**src/rtl/alu_arb_pkg.sv**
```systemverilog
// rtl/alu_arb_pkg.sv - shared ALU opcodes, FSM state type and width default for alu_arbiter
package alu_arb_pkg;

  localparam int DATA_W_DEFAULT = 64;

  localparam logic [3:0] ALU_AND = 4'b0000;
  localparam logic [3:0] ALU_OR  = 4'b0001;
  localparam logic [3:0] ALU_ADD = 4'b0010;
  localparam logic [3:0] ALU_SUB = 4'b0110;

  typedef enum logic [1:0] {
    IDLE = 2'd0,
    EXEC = 2'd1,
    RESP = 2'd2
  } arb_state_t;

endpackage

```
**src/rtl/rr_arbiter_2.sv**
```systemverilog
// rtl/rr_arbiter_2.sv - two-way round-robin grant from request valids and last-grant bit
module rr_arbiter_2 (
  input  logic [1:0] valid,
  input  logic       last_grant,
  output logic [1:0] grant
);

  // On a tie the requester that did not win last time gets the grant.
  always_comb begin
    grant = valid;
    if (valid == 2'b11) begin
      grant = last_grant ? 2'b01 : 2'b10;
    end
  end

endmodule

```
**src/rtl/alu_arbiter.sv**
```systemverilog
// rtl/alu_arbiter.sv - arbitrates two requesters onto one shared combinational ALU
module alu_arbiter
  import alu_arb_pkg::*;
#(
  parameter int DATA_W = DATA_W_DEFAULT
) (
  input  logic              clk,
  input  logic              rst_n,
  input  logic              req0_valid,
  output logic              req0_ready,
  input  logic [3:0]        req0_op,
  input  logic [DATA_W-1:0] req0_a,
  input  logic [DATA_W-1:0] req0_b,
  input  logic              req1_valid,
  output logic              req1_ready,
  input  logic [3:0]        req1_op,
  input  logic [DATA_W-1:0] req1_a,
  input  logic [DATA_W-1:0] req1_b,
  output logic              resp0_valid,
  input  logic              resp0_ready,
  output logic [DATA_W-1:0] resp0_result,
  output logic              resp0_zero,
  output logic              resp1_valid,
  input  logic              resp1_ready,
  output logic [DATA_W-1:0] resp1_result,
  output logic              resp1_zero,
  output logic [DATA_W-1:0] alu_a,
  output logic [DATA_W-1:0] alu_b,
  output logic [3:0]        alu_control,
  input  logic [DATA_W-1:0] alu_result
);

  arb_state_t        state;
  logic              last_grant;
  logic              owner;
  logic [3:0]        op_q;
  logic [DATA_W-1:0] a_q;
  logic [DATA_W-1:0] b_q;
  logic [DATA_W-1:0] result_q;
  logic              zero_q;
  logic [1:0]        grant;
  logic              idle_ok;
  logic              resp_done;

  rr_arbiter_2 u_rr (
    .valid      ({req1_valid, req0_valid}),
    .last_grant (last_grant),
    .grant      (grant)
  );

  // rst_n is active-high; handshakes are masked while it is asserted.
  assign idle_ok    = (state == IDLE) && !rst_n;
  assign req0_ready = idle_ok && grant[0];
  assign req1_ready = idle_ok && grant[1];

  assign resp0_valid  = (state == RESP) && !rst_n && !owner;
  assign resp1_valid  = (state == RESP) && !rst_n && owner;
  assign resp0_result = result_q;
  assign resp1_result = result_q;
  assign resp0_zero   = zero_q;
  assign resp1_zero   = zero_q;
  assign resp_done    = owner ? resp1_ready : resp0_ready;

  assign alu_a       = a_q;
  assign alu_b       = b_q;
  assign alu_control = op_q;

  always_ff @(posedge clk) begin
    if (rst_n) begin
      state      <= IDLE;
      last_grant <= 1'b1;
      owner      <= 1'b0;
      op_q       <= ALU_AND;
      a_q        <= '0;
      b_q        <= '0;
      result_q   <= '0;
      zero_q     <= 1'b0;
    end else begin
      case (state)
        IDLE: begin
          if (|grant) begin
            owner <= grant[1];
            op_q  <= grant[1] ? req1_op : req0_op;
            a_q   <= grant[1] ? req1_a  : req0_a;
            b_q   <= grant[1] ? req1_b  : req0_b;
            state <= EXEC;
          end
        end
        EXEC: begin
          result_q <= alu_result;
          zero_q   <= (alu_result == '0);
          state    <= RESP;
        end
        RESP: begin
          if (resp_done) begin
            last_grant <= owner;
            state      <= IDLE;
          end
        end
        default: state <= IDLE;
      endcase
    end
  end

endmodule

```
**config.mk**
```make
export PLATFORM = sky130hd
export DESIGN_NAME = alu_arbiter
export DESIGN_NICKNAME = d
export VERILOG_FILES = /design/src/rtl/alu_arb_pkg.sv /design/src/rtl/rr_arbiter_2.sv /design/src/rtl/alu_arbiter.sv
export SDC_FILE = /design/constraint.sdc
export NUM_CORES = 1
export LEC_CHECK = 0
export CAP_MARGIN = 25
export CORE_AREA = 3 3 236 238
export CTS_CLUSTER_DIAMETER = 30
export DETAILED_ROUTE_END_ITERATION = 16
export DIE_AREA = 0 0 239 241
export SLEW_MARGIN = 20
export SYNTH_ARGS = -nofsm -noshare
export SYNTH_HDL_FRONTEND = slang
export SYNTH_SLANG_ARGS = --single-unit
```
**constraint.sdc**
```tcl
create_clock -name clk -period 3.45 [get_ports clk]
set_input_delay 0.69 -clock clk [delete_from_list [all_inputs] [get_ports clk]]
set_output_delay 0.69 -clock clk [all_outputs]
set_load 0.01 [all_outputs]
```
### After elaboration in Yosys (flattened, before gate mapping)

Index checks and enable logic that the tools add are counted.

| cells by class | value |
|---|---|
| reduce and logical (&&, ||, !) cells | 14 |
| multiplexer cells | 9 |
| equal/unequal tests | 5 |

Operators by type and width:

| cell | number |
|---|---|
| two-way mux 64 bit | 2 |
| logical NOT 64 bit | 1 |
| two-way mux 2 bit | 4 |
| logical AND 1 bit | 6 |
| one-hot mux 2 bit (3 select lines) | 1 |
| AND reduction 2 bit | 3 |
| equality test 2 bit (second input constant) | 2 |
| two-way mux 4 bit | 1 |
| equality test 2 x 1 -> 1 bit (second input constant) | 1 |
| logical NOT 1 bit | 2 |
| logical NOT 2 bit | 1 |
| inequality test 2 x 1 -> 1 bit (second input constant) | 1 |
| inequality test 2 bit (second input constant) | 1 |
| OR reduction 2 bit | 1 |
| two-way mux 1 bit | 1 |

| word-level totals | value |
|---|---|
| bits of input ports | 334 |
| word-level logic and storage cells | 36 |
| bits in registers | 201 |
| output and inout port bits | 266 |

### Logic depth before layout (Yosys ltp)

| depth | value |
|---|---|
| word-level depth | 5 |
| mapped depth | 7 |
| mapped depth without buffers | 4 |

### Cells and area by module

From an unflattened synthesis, not the netlist that was laid out.

| second synthesis, totals | value |
|---|---|
| cells, all modules | 985 |
| area total of the unflattened synthesis | 8908.5 um2 |

Modules (own cells, without submodules):

| module | sequential area each (um2) | times used | cells each | area an instance (um2) |
|---|---|---|---|---|
| alu_arbiter | 4023.9 | 1 | 982 | 8889.8 |
| rr_arbiter_2 | 0.0 | 1 | 3 | 18.8 |

### Worst setup path after synthesis

Ideal clock, no wire load.

| path | value |
|---|---|
| path kind | input port to output port |
| start point | input rst_n |
| end point | output resp0_valid |
| buffers on the path | 3 |
| cell stages on the path | 4 |
| arrival | 1.461 ns |
| setup slack | 1.299 ns |
| data required time | 2.760 ns |
| path through | buf_2 > buf_2 > buf_2 > nor3_1 |

| between the ends | value |
|---|---|
| word-level cells in the longest chain between the ends | 3 |

Ends and longest elaborated chain:

| element | RTL line | text |
|---|---|---|
| start: declaration | alu_arbiter.sv:8 | `input logic rst_n,` |
| logical NOT 1 bit | alu_arbiter.sv:56 | `assign resp0_valid = (state == RESP) && !rst_n && !owner;` |
| logical AND 1 bit (2 in series) | alu_arbiter.sv:56 |  |
| end: declaration | alu_arbiter.sv:19 | `output logic resp0_valid,` |

No other way between the ends.

### Worst setup path after layout

| path | value |
|---|---|
| start point | register state[1] |
| end point | output req1_ready |

| between the ends | value |
|---|---|
| word-level cells in the longest chain between the ends | 3 |

Ends and longest elaborated chain:

| element | RTL line | text |
|---|---|---|
| start: declaration | alu_arbiter.sv:33 | `arb_state_t state;` |
| start signal: assignment | alu_arbiter.sv:70 | `state <= IDLE;` |
| start signal: assignment | alu_arbiter.sv:86 | `state <= EXEC;` |
| start signal: assignment | alu_arbiter.sv:92 | `state <= RESP;` |
| logical NOT 2 bit | alu_arbiter.sv:52 | `assign idle_ok = (state == IDLE) && !rst_n;` |
| logical AND 1 bit | alu_arbiter.sv:52 |  |
| logical AND 1 bit | alu_arbiter.sv:54 | `assign req1_ready = idle_ok && grant[1];` |
| end: declaration | alu_arbiter.sv:15 | `output logic req1_ready,` |

No other way between the ends.

==> impl_results.md <==
* Core area at 0.0538 mm^2
* Cts repair resizes at 0
* Pint at 7.57 mW
* Final hold slack at between 0.4 and 0.5 ns
* Routed wire length at between 40 and 50 mm
* Initial antenna violation count at 3
* Hold Crit Class: flip-flop to flip-flop
* Final clock skew at 0.0215 ns
* Post-synth top cells: nand2_1, dfxtp_1, nor2_1
* Top-count cell post-synth: nand2_1
* Sequential fraction of design power at 0.267
* # diodes at 0
* Post-CTS Setup Inserts at 0
* Top delay family on crit path: simple AND/OR/NAND/NOR gates
* Fin crit period at approximately 2.8 ns
* Largest net degree at the start of global routing at 66
* Ys async rst share at 0
* ANT nets after route at 0
* Sum Neg Setup Slack at 0 ns
* Final-stage net count at 1995
* Total of max-cap violations at 0
* Setup violations, final at 0
* CP startpoint: state[1]
* 1st-pass router iterations at 4
* Pwr dens at 589 mW/mm^2
* Yosys top cell area share at 0.431
* Worst r2r src: state[0]
* Grt ovf at 0
* Drt via density at 4.28
* Crit path DAT at 2.12 ns
* Clock power share at 0.519
* DR DRC count at 0
* Global-route wire length before repair at 65.1 mm
* Max-slew headroom at 0.273
* Logic pwr share at 0.214
* Highest clock rate at 0.356 GHz
* Max-slew violation count at 0
* CP Capture Point: req1_ready
* Crit path depth at 3
* Endpoint type of the worst setup path: output port
* I/O pin count at 600
* Hpwl dp at between 30 and 40 mm
* Critical-path cell list: nor3_1 -> and3_1 -> clkdlybuf4s50_1
* Clk Latency, worst-skew pair at 0.58 ns
* Final Hold Fails at 0
* Net Sw Frac at 0.271
* Total CTS buffers at 60
* DIE AREA at 0.0576 mm^2
* Placed instance area at 0.0156 mm^2
* Hold path cells at 2
* Psw at between 2 and 3 mW
* Critical Path Source Type: flip-flop
* Average wire per standard cell at around 19 um
* Vias at 10.3k
* RR Endpoint: resp0_result[61]
* Kind of critical path: flip-flop to output port
* # port buffers at 599
* Number of global-route vias before repair at 10.7k
* Yosys warns at 0
* Post-synthesis cell area at 0.00933 mm^2
* Peak fanout along the critical path at 6
* Layout area overhead at 89.0%
* FF-to-FF path depth at 4
* Post-synth cell types at 26
* Die width at around 240 um
* Status: finished, final reports clean
* Cts hold-fix bufs at 0
* Synth Register Bits at between 200 and 250
* Number of flops mapped to enable cells by yosys at 0
* TritonCTS clock tree: yes
* Fraction of layout cells with a size suffix above 1 at 0.132
* Row cnt at 85
* Least-Margin Pin Slew at between 1 and 1.5 ns
* Dpl cells at roughly 2.3k
* Worst IR Drop VDD at 0.280 mV
* Htree depth at 2
* R2R setup slack at 1.41 ns
* RSZ-0062 raised after global routing: false
* Clock sinks at ~200
* Avg Inst Size Synth at just over 8 um^2
* Leak pwr at 6.45 nW
* Initial DRC Count at 310
* Register area share after synthesis at 0.431
* Die Ht at 241 um
* Reg clk slew, reported paths at 0.04 ns
* Tcrit/Tclk final at 0.815
* Tot GR Track Use at 0.149
* Main synth FF type: dfxtp_1
* Clock Path Buffers at 3
* Post-Layout Inst Area at 0.0176 mm^2
* Synth top area cells: dfxtp_1, nand2_1, a311oi_2, buf_4, nor2_1
* Post-Synthesis Net Count at 1467
* Initial Util at 0.173
* Cell taking the most area after synthesis: dfxtp_1
* CP bufs+invs at 1
* Synthesized instance count at about 1.1k
* Finished Layout Cells at ~2.4k
* Root buf cell: clkbuf_16
* Crit-path slowest cell: clkdlybuf4s50_1
* Final Util at 0.328
* Crit path largest cell delay at 0.54 ns
* Worst Path Required at 2.76 ns
* Global placement routability congestion at 0.903
## worst reg2reg max path, stage by stage, from the launching register on
cell	delay [ns]
dfxtp_1	0.51
nor2b_4	0.83
buf_4	0.40
nand2_1	0.09
a21oi_1	0.13
## cell type report
type,instances,area (um^2)
flip-flops and latches,201,4020
clock buffers,83,1760
multi-input cells,772,4420
repair buffers,625,6280
clock inverters,26,275
well taps,696,871
inverters,1,3.75
fillers,5550,36200
## power by group through the flow
stage               clock network [mW]  registers [mW]  logic, mW
floorplan                            0            2.90      0.881
finish                            5.39            2.77       2.22
detailed placement                   0            2.81       2.24
CTS                               5.51            2.77       2.25
global route                      5.63            2.80       2.40
global placement                     0            2.80       2.22
## state kept, by name, indices dropped and copies added (netlist names)
name and count:
alu_a 64, alu_b 64, alu_control 4, last_grant 1, owner 1, resp0_result 64
resp0_zero 1, state 2
## worst min path at each step
stage	slack (ns)	end	start
after global routing	0.48	alu_a[54]	alu_a[54]
after CTS	0.45	state[1]	rst_n
final	0.46	alu_a[51]	alu_a[51]
after detailed placement	0.46	alu_a[58]	alu_a[58]
after global placement	0.45	alu_a[51]	alu_a[51]
after floorplan	0.48	alu_a[41]	alu_a[41]
## per-layer routing
layer,global-route usage,wire length [um],vias to the layer above
met5,0,0,-
met4,0.0854,2520,0
met3,0.0533,4180,103
met2,0.266,22200,504
met1,0.152,16500,4787
li1,-,-,4891
## logic make-up (layout without fill, tap and decap cells)
family | after synthesis | count (layout) | share of synthesized area
AO/OA/AOI/OAI | 203 | 203 | 0.224
flip-flops | 201 | 201 | 0.431
AND/OR/NAND/NOR | 568 | 568 | 0.245
multiplexers | 1 | 1 | 0.00107
buffers and inverters | 160 | 735 | 0.0985
## through the flow
step / setup slack (ns) / power [mW]
final: 0.637 / 10.4
after global routing: 0.513 / 10.8
after CTS: 0.605 / 10.5
after detailed placement: 0.627 / 5.05
after global placement: 0.684 / 5.02
after floorplan: 1.30 / 3.78
## layout by cell type (no fill, tap or decap), types with 2 or more instances in the layout
cell / count
a311oi_2: 92
nor3_1: 5
nand4_1: 2
nand2b_1: 31
bufinv_16: 4
clkbuf_16: 62
clkinv_2: 9
clkinvlp_4: 9
dfxtp_1: 201
clkdlybuf4s50_1: 598
a21oi_1: 67
buf_12: 7
clkinv_4: 3
o21bai_1: 2
nor2_1: 108
a32oi_1: 28
nand3_1: 2
and3_1: 2
a311oi_1: 12
nand2_1: 396
nor4_1: 15
clkbuf_1: 8
clkbuf_8: 14
buf_4: 19
No activity file was read; power rests on OpenSTA's default activity.
